==> config.mk <==
export PLATFORM = sky130hd
export DESIGN_NAME = ula_arbitro
export DESIGN_NICKNAME = d
export VERILOG_FILES = /design/src/rtl/ula_arbitro.sv
export SDC_FILE = /design/constraint.sdc
export NUM_CORES = 1
export LEC_CHECK = 0
export CAP_MARGIN = 20
export CORE_ASPECT_RATIO = 0.9
export CORE_UTILIZATION = 40
export DETAILED_ROUTE_END_ITERATION = 6
export PLACE_DENSITY = 0.8
export RECOVER_POWER = 50
export SYNTH_ARGS = -nofsm -noshare
export SYNTH_HDL_FRONTEND = slang
export SYNTH_SLANG_ARGS = --single-unit
==> constraint.sdc <==
create_clock -name clock -period 2.2 [get_ports clock]
set_input_delay 0.22 -clock clock [delete_from_list [all_inputs] [get_ports clock]]
set_output_delay 0.22 -clock clock [all_outputs]
set_load 0.01 [all_outputs]
==> src/rtl/ula_arbitro.sv <==
// ula_arbitro: round-robin arbiter sharing one combinational ALU between two requesters
module ula_arbitro #(
  parameter int LARGURA = 32
) (
  input  logic               clock,
  input  logic               reset,
  input  logic               req0_valido,
  input  logic               req1_valido,
  input  logic [2:0]         req0_sel,
  input  logic [2:0]         req1_sel,
  input  logic [LARGURA-1:0] req0_x,
  input  logic [LARGURA-1:0] req0_y,
  input  logic [LARGURA-1:0] req1_x,
  input  logic [LARGURA-1:0] req1_y,
  output logic               req0_pronto,
  output logic               req1_pronto,
  output logic [2:0]         ula_selecao,
  output logic [LARGURA-1:0] ula_X,
  output logic [LARGURA-1:0] ula_Y,
  input  logic [LARGURA-1:0] ula_resultado,
  input  logic               ula_flag_N,
  input  logic               ula_flag_Z,
  output logic               resp_valido,
  output logic               resp_id,
  output logic [LARGURA-1:0] resp_resultado,
  output logic               resp_flag_N,
  output logic               resp_flag_Z,
  output logic               resp_erro,
  output logic [15:0]        contador_ops
);
  typedef enum logic [1:0] {OCIOSO, EXECUTA, RESPONDE} estado_t;
  estado_t estado, proximo;
  logic ponteiro, op_id, g0, g1, aceita, id, div_zero;
  logic [2:0] sel;
  logic [LARGURA-1:0] x, y;
  always_comb begin
    g0 = req0_valido && (!req1_valido || !ponteiro);
    g1 = req1_valido && (!req0_valido || ponteiro);
    req0_pronto = estado == OCIOSO && !reset && g0;
    req1_pronto = estado == OCIOSO && !reset && g1;
    aceita = req0_pronto || req1_pronto;
    id = g1;
    sel = id ? req1_sel : req0_sel;
    x = id ? req1_x : req0_x;
    y = id ? req1_y : req0_y;
    div_zero = sel == 3'b110 && y == '0;
    resp_valido = estado == RESPONDE && !reset;
    proximo = estado == OCIOSO ? (aceita ? (div_zero ? RESPONDE : EXECUTA) : OCIOSO) :
              estado == EXECUTA ? RESPONDE : OCIOSO;
  end
  always_ff @(posedge clock) begin
    if (reset) begin
      estado <= OCIOSO;
      ponteiro <= 1'b0;
      op_id <= 1'b0;
      resp_id <= 1'b0;
      resp_resultado <= '0;
      resp_flag_N <= 1'b0;
      resp_flag_Z <= 1'b0;
      resp_erro <= 1'b0;
      contador_ops <= '0;
      ula_selecao <= '0;
      ula_X <= '0;
      ula_Y <= '0;
    end else begin
      estado <= proximo;
      if (aceita) begin
        ponteiro <= !id;
        op_id <= id;
        if (div_zero) begin
          resp_id <= id;
          resp_resultado <= '0;
          resp_flag_N <= 1'b0;
          resp_flag_Z <= 1'b1;
          resp_erro <= 1'b1;
        end else begin
          ula_selecao <= sel;
          ula_X <= x;
          ula_Y <= y;
        end
      end
      if (estado == EXECUTA) begin
        resp_id <= op_id;
        resp_resultado <= ula_resultado;
        resp_flag_N <= ula_flag_N;
        resp_flag_Z <= ula_flag_Z;
        resp_erro <= 1'b0;
      end
      if (estado == RESPONDE) contador_ops <= contador_ops + 16'd1;
    end
  end
endmodule

==> flow_metrics.py <==
metrics = {
    "outcome": {
        "status": "complete, no violations",
    },
    "yosys": {
        "ys.flop_type": "dfxtp_1",
        "synth-edff-count": 0,
        "synth_cell_type_count": 42,
        "synth_seq_area_share": 0.427,
        "syn_avg_cell_area_um2": 9.80,
        "synth_area_um2": 5770,
        "synth_fp_nets": 762,
        "ys_async_sr_fraction": 0,
        "synth-seq-cells": 123,
        "yosysWarnings": 0,
        "synth_cells": 589,
    },
    "final_layout": {
        "drive_gt1_frac": 0.170,
        "multiInputGateArea_um2": 2860,
        "area_growth_pct": 70.6,
        "seqCellArea_um2": 2460,
        "layout_common_cells": "176 x clkdlybuf4s50_1, 123 x dfxtp_1, 122 x a211oi_1",
        "mostFrequentLayoutCell": "clkdlybuf4s50_1",
        "num-nets-final": 1059,
        "fillCellCount": 1046,
        "antenna_cells": 0,
        "post-route-cell-area_um2": 9850,
        "fin_util": 0.700,
        "final_cells": 1092,
    },
    "setup_path": {
        "required_ns": 2.50,
        "critPathKind": "input pin to flip-flop",
        "cp_num_buf_inv": 5,
        "critPathSlowestCell": "clkdlybuf4s50_1",
        "path_depth": 10,
        "ff2ff_path_depth": 7,
        "start_kind": "input pin",
        "crit_family": "buffers and inverters",
        "crit_fanout": 13,
        "cp-end-kind": "flip-flop",
        "path_cells": "clkdlybuf4s50_1 > nor4_4 > buf_4 > nand4_1 > o32ai_4 > buf_6 > a21o_4 > buf_12 > inv_2 > o21a_1",
        "worstPathArrival_ns": 2.41,
        "critPathMaxStageDelay_ns": 0.47,
    },
    "clocking": {
        "clockRootBuffer": "clkbuf_16",
        "clock_latency_ns": 0.41,
        "cts_tree": "done",
        "cts_buffers": 17,
        "clkSinkCount": 123,
        "clk_path_buf_depth": 2,
        "h-tree-depth": 4,
        "clk_pin_slew_worst_paths_ns": 0.05,
        "cts_hold_buffers": 0,
    },
    "placed_design": {
        "dpl_cell_area_um2": 9070,
        "hpwl_um": 14300,
        "gp_congestion": 0.912,
        "dp.cells": 1055,
        "io_buffers": 293,
    },
    "job": {
        "maxCapViolCount": 0,
    },
    "die": {
        "die_area_um2": 14900,
        "row_count": 41,
        "ios": 294,
        "start_util": 0.411,
        "core_region_area_um2": 14100,
        "die_w_um": 129,
        "die-height_um": 116,
    },
    "min_path": {
        "hold_class": "input pin to flip-flop",
        "hold_depth": 4,
    },
    "timing": {
        "drv_slew": 0,
        "finalSetupViolCount": 0,
        "max_freq_mhz": 475,
        "relSlewSlack": 0.594,
        "hold_viol": 0,
        "clock_skew_ns": 0.00946,
        "grt_setup_unrepaired": "false",
        "finalCriticalPeriod_ns": 2.11,
        "max_slew.worst_pin.slew_ns": 0.609,
        "fin_crit_sh": 0.957,
    },
    "route": {
        "viasPerCell": 5.35,
        "wl_um": 19600,
        "vias": 5837,
        "dr.pass1.iters": 4,
        "first_iter_violations": 338,
        "ant_nets": 0,
        "wl_per_cell_um": 18.0,
        "drc": 0,
    },
    "grt": {
        "antenna_found_initial": 0,
        "grt_pass1_vias": 6030,
        "track_usage": 0.260,
        "grt_pass1_wl_um": 30100,
        "overflow": 0,
        "grt_max_degree": 52,
    },
    "power": {
        "p_per_area_nw_per_um2": 696,
        "p_leak_nw": 3.91,
        "ir_drop_uv": 509,
    },
}
-- synthesized netlist by cell type, drive strengths merged (2+ instances only) --
cell type / instances / share of area
and3: 3 / 0.0033
a211oi: 130 / 0.18
xnor2: 5 / 0.0076
a21oi: 2 / 0.0017
mux2i: 2 / 0.0056
nand2: 13 / 0.0085
dfxtp: 123 / 0.43
nor4bb: 2 / 0.0035
mux2: 65 / 0.13
xor2: 10 / 0.015
a31oi: 4 / 0.0043
buf: 25 / 0.024
inv: 68 / 0.044
nand4: 6 / 0.0065
nor3: 9 / 0.0087
nand3: 5 / 0.0043
nor4: 14 / 0.015
nor2b: 3 / 0.0033
a311oi: 3 / 0.0076
a22o: 33 / 0.050
clkbuf: 27 / 0.018
nand2b: 2 / 0.0022
and4: 3 / 0.0046
o21a: 3 / 0.0039
nor2: 20 / 0.013
-- worst register-to-register path, delay by kind of cell, from the launching register on --
kind / cells / cell delay [ns]
buf+inv: 2 / 0.37
mux: 1 / 0.38
flops: 1 / 0.33
compound gates: 2 / 0.42
simple gates: 2 / 0.39
-- stage by stage --
stage                     setup WS (ns)  hold WS [ns]  power, mW  setup TNS, ns
final                            0.0950         0.269       6.85              0
after global routing            0.00366         0.289       7.11              0
after CTS                       0.00340         0.219       6.95              0
after detailed placement         -0.735         0.446       3.92         -70.40
after global placement           -0.679         0.442       3.88         -66.32
after floorplan                   0.266         0.336       3.09              0
-- per-layer routing --
metal | track usage | vias to the layer above | share of wire
li1 | - | 2773 | -
met1 | 0.297 | 2757 | 0.40
met2 | 0.445 | 249 | 0.50
met3 | 0.0734 | 58 | 0.063
met4 | 0.135 | 0 | 0.035
met5 | 0 | - | 0
-- cell families (layout without fill, tap and decap cells) --
kind of cell / count (synthesis) / count (layout) / share of synthesized area
simple gates: 83 / 83 / 0.0763
buf+inv: 120 / 430 / 0.0859
xor+xnor: 15 / 15 / 0.0228
compound gates: 180 / 180 / 0.254
fa+ha+maj: 1 / 1 / 0.00217
mux: 67 / 67 / 0.132
flops: 123 / 123 / 0.427
-- path summary, 6_finish.rpt --
check / slack, ns / to / from
worst min register to register: 0.45 / ula_selecao[0]$_SDFFE_PP0P_ / ula_selecao[0]$_SDFFE_PP0P_
worst max-delay path: 0.09 / ula_selecao[1]$_SDFFE_PP0P_ / req0_y[27]
worst min-delay path: 0.27 / ponteiro$_SDFFE_PP0N_ / reset
worst max register to register: 0.18 / ula_Y[27]$_SDFFE_PP0P_ / ponteiro$_SDFFE_PP0N_
-- registers in the layout, summed over array words and instances, names as in the netlist --
signal,cells
ula_Y,32
estado,2
op_id,1
resp_id,1
contador_ops,16
ula_selecao,3
ula_X,32
resp_erro,1
ponteiro,1
resp_flag_N,1
resp_resultado,32
resp_flag_Z,1
-- power by group --
| group | total, mW | switching (mW) | internal, mW |
|---|---|---|---|
| Combinational | 1.36 | 0.574 | 0.787 |
| Sequential | 2.48 | 0.0889 | 2.40 |
| Clock | 3.01 | 0.985 | 2.02 |
| Total | 6.85 | 1.65 | 5.20 |
-- layout make-up --
type | instances | area share
clock buffer | 23 | 0.0496
clock inverter | 9 | 0.0161
inverter | 68 | 0.0259
multi-input combinational | 346 | 0.291
sequential | 123 | 0.250
tap | 193 | 0.0245
timing repair buffer | 330 | 0.343
-- repair_timing --
item	in CTS	in global routing
gates cloned	0	2
pin swaps	2	18
buffers inserted	2	1
endpoints found under the setup margin	107	97
resized for setup	4	10
Note: power is estimated with default switching activity, not from simulation.
